===== config.mk =====
export PLATFORM = sky130hd
export DESIGN_NAME = icg_enable_ctrl
export DESIGN_NICKNAME = d
export VERILOG_FILES = /design/src/rtl/icg_ctrl_pkg.sv /design/src/rtl/icg_ctrl_sat_cnt.sv /design/src/rtl/icg_enable_ctrl.sv
export SDC_FILE = /design/constraint.sdc
export NUM_CORES = 1
export LEC_CHECK = 0
export CORE_AREA = 2 2 63 65
export DETAILED_ROUTE_END_ITERATION = 10
export DIE_AREA = 0 0 65 67
export DONT_BUFFER_PORTS = 1
export PLACE_DENSITY = 0.68
export SLEW_MARGIN = 25
export SYNTH_ARGS = -nofsm -noshare
export SYNTH_HDL_FRONTEND = slang
export SYNTH_SLANG_ARGS = --single-unit

===== constraint.sdc =====
create_clock -name CLK -period 2 [get_ports CLK]
set_clock_uncertainty 0.05 [all_clocks]
set_input_delay 0.4 -clock CLK [delete_from_list [all_inputs] [get_ports CLK]]
set_output_delay 0.4 -clock CLK [all_outputs]
set_load 0.03 [all_outputs]

===== src/rtl/icg_ctrl_pkg.sv =====
// ============================================================================
// Module   : icg_ctrl_pkg
// Purpose  : State encodings shared by the ICG enable controller and its bench
// Revision : 1.0
// ============================================================================
`default_nettype none

package icg_ctrl_pkg;

    localparam logic [1:0] c_st_off  = 2'b00;
    localparam logic [1:0] c_st_wake = 2'b01;
    localparam logic [1:0] c_st_on   = 2'b10;
    localparam logic [1:0] c_st_idle = 2'b11;

    typedef enum logic [1:0] {
        ST_OFF  = c_st_off,
        ST_WAKE = c_st_wake,
        ST_ON   = c_st_on,
        ST_IDLE = c_st_idle
    } icg_state_e;

endpackage

`default_nettype wire


===== src/rtl/icg_ctrl_sat_cnt.sv =====
// ============================================================================
// Module   : icg_ctrl_sat_cnt
// Purpose  : Saturating up-counter with synchronous clear and increment enable
// Revision : 1.0
// ============================================================================
`default_nettype none

module icg_ctrl_sat_cnt #(
    parameter int CNT_W = 16
) (
    input  logic             clk,
    input  logic             rn,
    input  logic             clr,
    input  logic             inc,
    output logic [CNT_W-1:0] cnt
);

    localparam logic [CNT_W-1:0] c_one = {{(CNT_W-1){1'b0}}, 1'b1};

    logic [CNT_W-1:0] r_cnt;

    // Clear wins over increment; the count holds once it reaches all-ones.
    always_ff @(posedge clk) begin
        if (!rn) begin
            r_cnt <= '0;
        end else if (clr) begin
            r_cnt <= '0;
        end else if (inc && (r_cnt != '1)) begin
            r_cnt <= r_cnt + c_one;
        end
    end

    assign cnt = r_cnt;

endmodule

`default_nettype wire


===== src/rtl/icg_enable_ctrl.sv =====
// ============================================================================
// Module   : icg_enable_ctrl
// Purpose  : Wake/hysteresis sequencer driving E of a shared integrated clock gate
// Revision : 1.0
// ============================================================================
`default_nettype none

module icg_enable_ctrl
    import icg_ctrl_pkg::*;
#(
    parameter int N_REQ    = 4,
    parameter int HYST_W   = 8,
    parameter int WAKE_CYC = 2,
    parameter int CNT_W    = 16
) (
    input  logic              CLK,
    input  logic              RN,
    input  logic [N_REQ-1:0]  req,
    input  logic              force_on,
    input  logic [HYST_W-1:0] hyst_val,
    input  logic              scan_te,
    input  logic              clr_cnt,
    output logic              en,
    output logic              te,
    output logic [N_REQ-1:0]  ack,
    output logic [1:0]        state,
    output logic [CNT_W-1:0]  on_cnt
);

    localparam logic [HYST_W-1:0] c_wake_init = HYST_W'(WAKE_CYC);
    localparam logic [HYST_W-1:0] c_one       = {{(HYST_W-1){1'b0}}, 1'b1};

    icg_state_e        r_state;
    logic [HYST_W-1:0] r_timer;
    logic              w_any_req;
    logic              w_on;

    assign w_any_req = (|req) | force_on;

    // One timer serves both the wake countdown and the idle hysteresis.
    always_ff @(posedge CLK) begin
        if (!RN) begin
            r_state <= ST_OFF;
            r_timer <= '0;
        end else begin
            case (r_state)
                ST_OFF: begin
                    if (w_any_req) begin
                        r_state <= ST_WAKE;
                        r_timer <= c_wake_init;
                    end
                end
                ST_WAKE: begin
                    r_timer <= r_timer - c_one;
                    if (r_timer == c_one) begin
                        r_state <= ST_ON;
                    end
                end
                ST_ON: begin
                    if (!w_any_req) begin
                        if (hyst_val == '0) begin
                            r_state <= ST_OFF;
                        end else begin
                            r_state <= ST_IDLE;
                            r_timer <= hyst_val;
                        end
                    end
                end
                ST_IDLE: begin
                    if (w_any_req) begin
                        r_state <= ST_ON;
                        r_timer <= '0;
                    end else if (r_timer == c_one) begin
                        r_state <= ST_OFF;
                        r_timer <= '0;
                    end else begin
                        r_timer <= r_timer - c_one;
                    end
                end
                default: begin
                    r_state <= ST_OFF;
                    r_timer <= '0;
                end
            endcase
        end
    end

    // E is a pure decode of the state register, so it only moves on a rising edge.
    assign en    = (r_state != ST_OFF);
    assign w_on  = (r_state == ST_ON);
    assign state = r_state;
    assign te    = scan_te;

    for (genvar gi = 0; gi < N_REQ; gi++) begin : g_ack
        assign ack[gi] = req[gi] & w_on;
    end

    icg_ctrl_sat_cnt #(
        .CNT_W (CNT_W)
    ) u_on_cnt (
        .clk (CLK),
        .rn  (RN),
        .clr (clr_cnt),
        .inc (en),
        .cnt (on_cnt)
    );

endmodule

`default_nettype wire


==> summary.txt, run 1 <==
routed length per instance - 13.8 um
Util after Layout - 52.2%
# hold bufs at CTS - 0
# rows - 22
Leak - 0.000697 uW
dpl hpwl - 2800 um
top_reg_cell synth - dfxtp_1
RSZ-0062 raised after global routing - no
placed insts - 257
I/O pins - 41
cell area after synthesis - 1570 sq um
Setup crit start kind - flip-flop
number of warnings issued by yosys - 0
nets@finish - 234
worst path arrival time - 1.96 ns
post-CTS setup repair buffer count - 0
HP Class - in2reg
Pwr Density - 692 nW/um^2
initial core utilization - 43.6%
largest net degree at the start of global routing - 17
Slew @ Worst Pin - 0.641 ns
sequential fraction of the synthesis area - 33.1%
Reg area - 522 sq um
GRT Overall Usage - 17.6%
Clk Latency, worst-skew pair - 0.27 ns
status - completed
Mapped Avg Cell Area - 8.40 sq um
max-slew violation count - 0
Synth async-reset ratio - 0%
biggest area consumer among synthesized cells - dfxtp_1
clock root cell - clkbuf_8
vias per cell - 5.61
Hold Worst Slack - 0.203 ns
Post-Layout Cell Count - 261
Final GP Congestion - 0.855
EDFF count, synth - 0
CTS tree - done
multi-input logic area - 988 sq um
Peak VDD IR - 0.000305 V
Final Total Pwr - 1300 uW
global route overflow - 0
Max Fanout on Critical Path - 5
R2R setup slack - 0.16 ns
number of global-route vias before repair - 1,382
Die ar. - 4360 sq um
Clock Path Buffers - 2
#FFs+latches synth - 26
Fill cells - 351
TNS Setup - 0 ns
count leader, synth - dfxtp_1
Crit Path Category - reg2reg
router iterations before antenna repair - 4
count of cell types in the netlist - 47
Die X - 65 um
die height - 67 um
first-pass GRT wire length - 6000 um
Tmin final - 1.84 ns
initial antenna violation count - 0
dominant cells by area after synthesis - dfxtp_1, xnor2_1, nor2_1
Tcrit/Tclk final - 92.1%
CORE AREA - 3610 sq um
Area growth syn-to-layout - 19.7%
Max-Cap Viols - 0
worst path required time - 2.12 ns
setup violators final - 0
Post-synth top cells - dfxtp_1, nor2_1, a21oi_1
input/output buffers - 0
slew margin rel. - 57.3%
post-synth net total - 207
remaining antenna violation count - 0
DR iter-0 viols - 38
clock sink total - 26
clk slew on worst S/H paths - 0.09 ns
Max Fclk - 543 MHz
# diodes - 0
CTS buffer count - 3
CP endpoint kind - flip-flop
routed wire length - 3600 um
Synth top area share - 33.1%
H-tree depth - 1
DR vias - 1,463
Fin. Hold Viols - 0
Post-Synthesis Cells - 187
drt drc - 0
share of cells above drive strength 1 - 22.1%
-- per-layer routing --
| layer | global-route usage, % | vias up | wire (um) |
|---|---|---|---|
| met1 | 20.9 | 672 | 1590 |
| met5 | 0 | - | 0 |
| met4 | 7.18 | 0 | 41 |
| li1 | - | 737 | - |
| met3 | 3.21 | 5 | 256 |
| met2 | 30.9 | 49 | 1720 |
-- flip-flops by register name, summed over array words and instances, names as in the netlist --
register,count
r_timer,8
u_on_cnt.cnt,16
state,2
-- worst max-delay path, stage by stage, from the launching register on --
cell	delay [ns]
dfxtp_1	0.43
ha_1	0.17
nand2b_1	0.11
nor4b_4	0.29
o32a_1	0.33
nor2_1	0.09
a311o_1	0.27
-- report_power, final --
group / switching [uW] / internal (uW)
combinational: 184 / 168
sequential: 51.2 / 555
clock: 167 / 176
-- repair_timing --
action,CTS,global route
resized for setup,1,1
endpoints found under the hold margin,0,0
endpoints found under the setup margin,4,4
-- kinds of logic after synthesis --
family | Yosys count | share of synthesized area [%]
simple gates | 80 | 29.4
compound gates | 45 | 21.4
flops | 26 | 33.1
xor+xnor | 16 | 8.92
buf+inv | 16 | 4.14
fa+ha+maj | 3 | 2.39
mux | 1 | 0.637
-- through the flow --
stage / area (sq um) / setup WS (ns)
6_report: 1880 / 0.158
3_3_place_gp: 1820 / 0.109
4_1_cts: 1880 / 0.0282
3_5_place_dp: 1820 / 0.0913
2_1_floorplan: 1570 / 0.164
5_1_grt: 1880 / 0.0717
-- cells in the final DEF (no fill, tap or decap), types with 2 or more instances in the layout --
master,count
a21o_1,2
ha_1,3
nor4_2,2
buf_4,30
a211oi_1,8
nor3b_1,2
nor2_1,22
a32oi_1,2
xnor2_1,11
dfxtp_1,25
and3_1,2
nand2_1,10
and2_1,7
or2_2,3
inv_1,8
xor2_1,5
nor3_2,3
o31ai_1,2
a221o_1,3
and4_1,3
clkbuf_8,4
o21ai_0,3
nor3_1,3
nand2b_1,4
a21oi_1,12
o211ai_1,2
nand4_1,4
nand3_1,9
-- worst paths after layout --
| kind | startpoint | to | cells after the start |
|---|---|---|---|
| max | r_timer[0] | r_timer[5] | 6 |
| min | RN | r_timer[4] | 2 |
| max reg2reg | r_timer[0] | r_timer[5] | 6 |
| min reg2reg | r_timer[7] | r_timer[7] | 1 |
-- final cells by class --
class	instances	share of cell area, %
repair buffers	30	12.0
clock buffers	4	2.93
inverters	8	1.60
well taps	48	3.19
flip-flops and latches	26	27.7
multi-input cells	145	52.6
No activity file was read; power rests on OpenSTA's default activity.
==> run 2, diff against run 1 <==
--- a/config.mk
+++ b/config.mk
@@ -9,6 +9,7 @@
 export DETAILED_ROUTE_END_ITERATION = 10
 export DIE_AREA = 0 0 65 67
 export DONT_BUFFER_PORTS = 1
+export GPL_ROUTABILITY_DRIVEN = 0
 export PLACE_DENSITY = 0.68
 export SLEW_MARGIN = 25
 export SYNTH_ARGS = -nofsm -noshare
==> results of run 2 <==
Same layout as run 1: the final DEF is identical, and so are final timing and power.
==> run 3, diff against run 2 <==
--- a/config.mk
+++ b/config.mk
@@ -5,13 +5,14 @@
 export SDC_FILE = /design/constraint.sdc
 export NUM_CORES = 1
 export LEC_CHECK = 0
-export CORE_AREA = 2 2 63 65
+export CORE_AREA = 2 2 62 64
 export DETAILED_ROUTE_END_ITERATION = 10
-export DIE_AREA = 0 0 65 67
+export DIE_AREA = 0 0 64 66
 export DONT_BUFFER_PORTS = 1
 export GPL_ROUTABILITY_DRIVEN = 0
-export PLACE_DENSITY = 0.68
+export PLACE_DENSITY = 0.73
 export SLEW_MARGIN = 25
 export SYNTH_ARGS = -nofsm -noshare
 export SYNTH_HDL_FRONTEND = slang
+export SYNTH_HIERARCHICAL = 1
 export SYNTH_SLANG_ARGS = --single-unit
==> summary.txt, run 3 <==
status - completed (unchanged)
# diodes - 0 (unchanged)
share of cells above drive strength 1 - 22.7% (was 22.1%)
Area growth syn-to-layout - 15.3% (was 19.7%)
global route overflow - 0 (unchanged)
Tcrit/Tclk final - 95.8% (was 92.1%)
Post-synth top cells - dfxtp_1, nand2_1, nor2_1 (was dfxtp_1, nor2_1, a21oi_1)
leading cell types in the layout, fill and taps excluded - dfxtp_1, buf_4, nand2_1 (was buf_4, dfxtp_1, nor2_1)
GRT Overall Usage - 18.6% (was 17.6%)
dominant cells by area after synthesis - dfxtp_1, and2_1, nand2_1 (was dfxtp_1, xnor2_1, nor2_1)
routed length per instance - 14.9 um (was 13.8 um)
sequential fraction of the synthesis area - 31.4% (was 33.1%)
RSZ-0062 raised after global routing - no (unchanged)
Max-Cap Viols - 0 (unchanged)
CTS tree - done (unchanged)
number of warnings issued by yosys - 6 (was 0)
post_cts resized - 0 (was 1)
H-tree depth - 1 (unchanged)
post-CTS setup repair buffer count - 0 (unchanged)
count leader, synth - dfxtp_1 (unchanged)
initial antenna violation count - 0 (unchanged)
Synth async-reset ratio - 0% (unchanged)
routed wire length - 3790 um (was 3600 um)
Leak - 0.000701 uW (was 0.000697 uW)
Crit Path Category - reg2out (was reg2reg)
CTS buffer count - 3 (unchanged)
Mapped Avg Cell Area - 8.82 sq um (was 8.40 sq um)
Util after Layout - 53.8% (was 52.2%)
EDFF count, synth - 0 (unchanged)
input/output buffers - 0 (unchanged)
count of cell types in the netlist - 56 (was 47)
Pwr Density - 864 nW/um^2 (was 692 nW/um^2)
max-slew violation count - 0 (unchanged)
Max Fclk - 522 MHz (was 543 MHz)
# rows - 22 (unchanged)
commonest non-fill, non-tap cell in the layout - dfxtp_1 (was buf_4)
router iterations before antenna repair - 4 (unchanged)
Fill cells - 337 (was 351)
worst path arrival time - 1.47 ns (was 1.96 ns)
HP Class - in2reg (unchanged)
Setup crit start kind - flip-flop (unchanged)
remaining antenna violation count - 0 (unchanged)
# hold bufs at CTS - 0 (unchanged)
Fin. Hold Viols - 0 (unchanged)
die height - 66 um (was 67 um)
post-synth net total - 208 (was 207)
Peak VDD IR - 0.000638 V (was 0.000305 V)
top_reg_cell synth - dfxtp_1 (unchanged)
largest net degree at the start of global routing - 16 (was 17)
DR vias - 1,526 (was 1,463)
clock sink total - 26 (unchanged)
Clock Path Buffers - 2 (unchanged)
#FFs+latches synth - 26 (unchanged)
slew margin rel. - 66.1% (was 57.3%)
number of global-route vias before repair - 1,449 (was 1,382)
R2R setup slack - 0.13 ns (was 0.16 ns)
clk slew on worst S/H paths - 0.16 ns (was 0.09 ns)
number of flip-flops in the largest register - 16 (unchanged)
DR iter-0 viols - 85 (was 38)
Post-Synthesis Cells - 188 (was 187)
nets@finish - 228 (was 234)
worst path required time - 1.55 ns (was 2.12 ns)
clock root cell - clkbuf_4 (was clkbuf_8)
setup violators final - 0 (unchanged)
Clk Latency, worst-skew pair - 0.32 ns (was 0.27 ns)
Slew @ Worst Pin - 0.504 ns (was 0.641 ns)
Die X - 64 um (was 65 um)
Max Fanout on Critical Path - 9 (was 5)
Synth top area share - 31.4% (was 33.1%)
Tmin final - 1.92 ns (was 1.84 ns)
vias per cell - 5.98 (was 5.61)
initial core utilization - 46.7% (was 43.6%)
first-pass GRT wire length - 6400 um (was 6000 um)
biggest area consumer among synthesized cells - dfxtp_1 (unchanged)
dpl hpwl - 2890 um (was 2800 um)
drt drc - 0 (unchanged)
TNS Setup - 0 ns (unchanged)
CP endpoint kind - primary output (was flip-flop)
CORE AREA - 3550 sq um (was 3610 sq um)
cell area after synthesis - 1660 sq um (was 1570 sq um)
Die ar. - 4220 sq um (was 4360 sq um)
I/O pins - 41 (unchanged)
run 3: cell count changes in the layout (fill, tap and decap cells not counted), sizes merged, moves of 4 or more:
| cell | previous run | this run |
|---|---|---|
| xnor2 | 11 | 2 |
| nor4 | 3 | 9 |
| nand2 | 10 | 15 |
| o21ai | 4 | 11 |
| nor2 | 22 | 13 |
| o21a | 0 | 4 |
| buf | 30 | 21 |
| a21oi | 12 | 7 |
| o22ai | 0 | 6 |
| a211oi | 8 | 0 |
run 3: routing by layer:
metal / wire (um) / vias to the layer above / global-route usage, %
met5: 0 / - / 0
met4: 27 / 0 / 4.35
met3: 258 / 2 / 2.56
met2: 1750 / 50 / 32.4
met1: 1760 / 705 / 24.2
li1: - / 769 / -
run 3: power by group:
part | total, uW | switching (uW) | internal (uW)
registers | 668 | 84.2 | 583
logic | 614 | 342 | 273
clock network | 369 | 167 | 202
total | 1650 | 593 | 1060
run 3: worst paths after layout:
kind,from,endpoint,cells past startpoint
max reg2reg,r_timer[1],r_timer[4],7
max,state[1],ack[2],2
min reg2reg,r_timer[5],r_timer[5],2
min,RN,r_timer[1],1
run 3: kinds of logic after synthesis:
| family | Yosys count | synth area share, % |
|---|---|---|
| flip-flops | 26 | 31.4 |
| multiplexers | 1 | 0.604 |
| AO/OA/AOI/OAI | 54 | 26.7 |
| XOR/XNOR | 6 | 3.17 |
| buffers and inverters | 11 | 3.25 |
| AND/OR/NAND/NOR | 87 | 32.6 |
| adder cells (fa/ha/maj) | 3 | 2.26 |
run 3: area by class of cell:
type,count,area (sq um),share of cell area [%]
Inverter,5,18.8,0.982
Tap cell,48,60.1,3.14
Clock inverter,1,30.0,1.57
Clock buffer,3,22.5,1.18
Timing Repair Buffer,21,158,8.25
Sequential cell,26,524,27.4
Multi-Input combinational cell,151,1100,57.5
run 3: worst max-delay path, cell delays in order, from the launching register on:
cell     delay [ns]
dfxtp_2        0.46
nor2b_1        0.32
and2_1         0.36
run 3: per-stage QoR:
step | std cells | hold slack [ns] | setup slack (ns) | cell area, sq um | power [uW]
finish | 255 | 0.142 | 0.0832 | 1910 | 1650
global route | 255 | 0.131 | 0.00297 | 1910 | 1760
CTS | 255 | 0.140 | 0.0442 | 1900 | 1640
detailed placement | 251 | 0.455 | 0.0467 | 1840 | 1270
global placement | 251 | 0.439 | 0.0929 | 1840 | 1260
floorplan | 188 | 0.409 | 0.0185 | 1660 | 1150
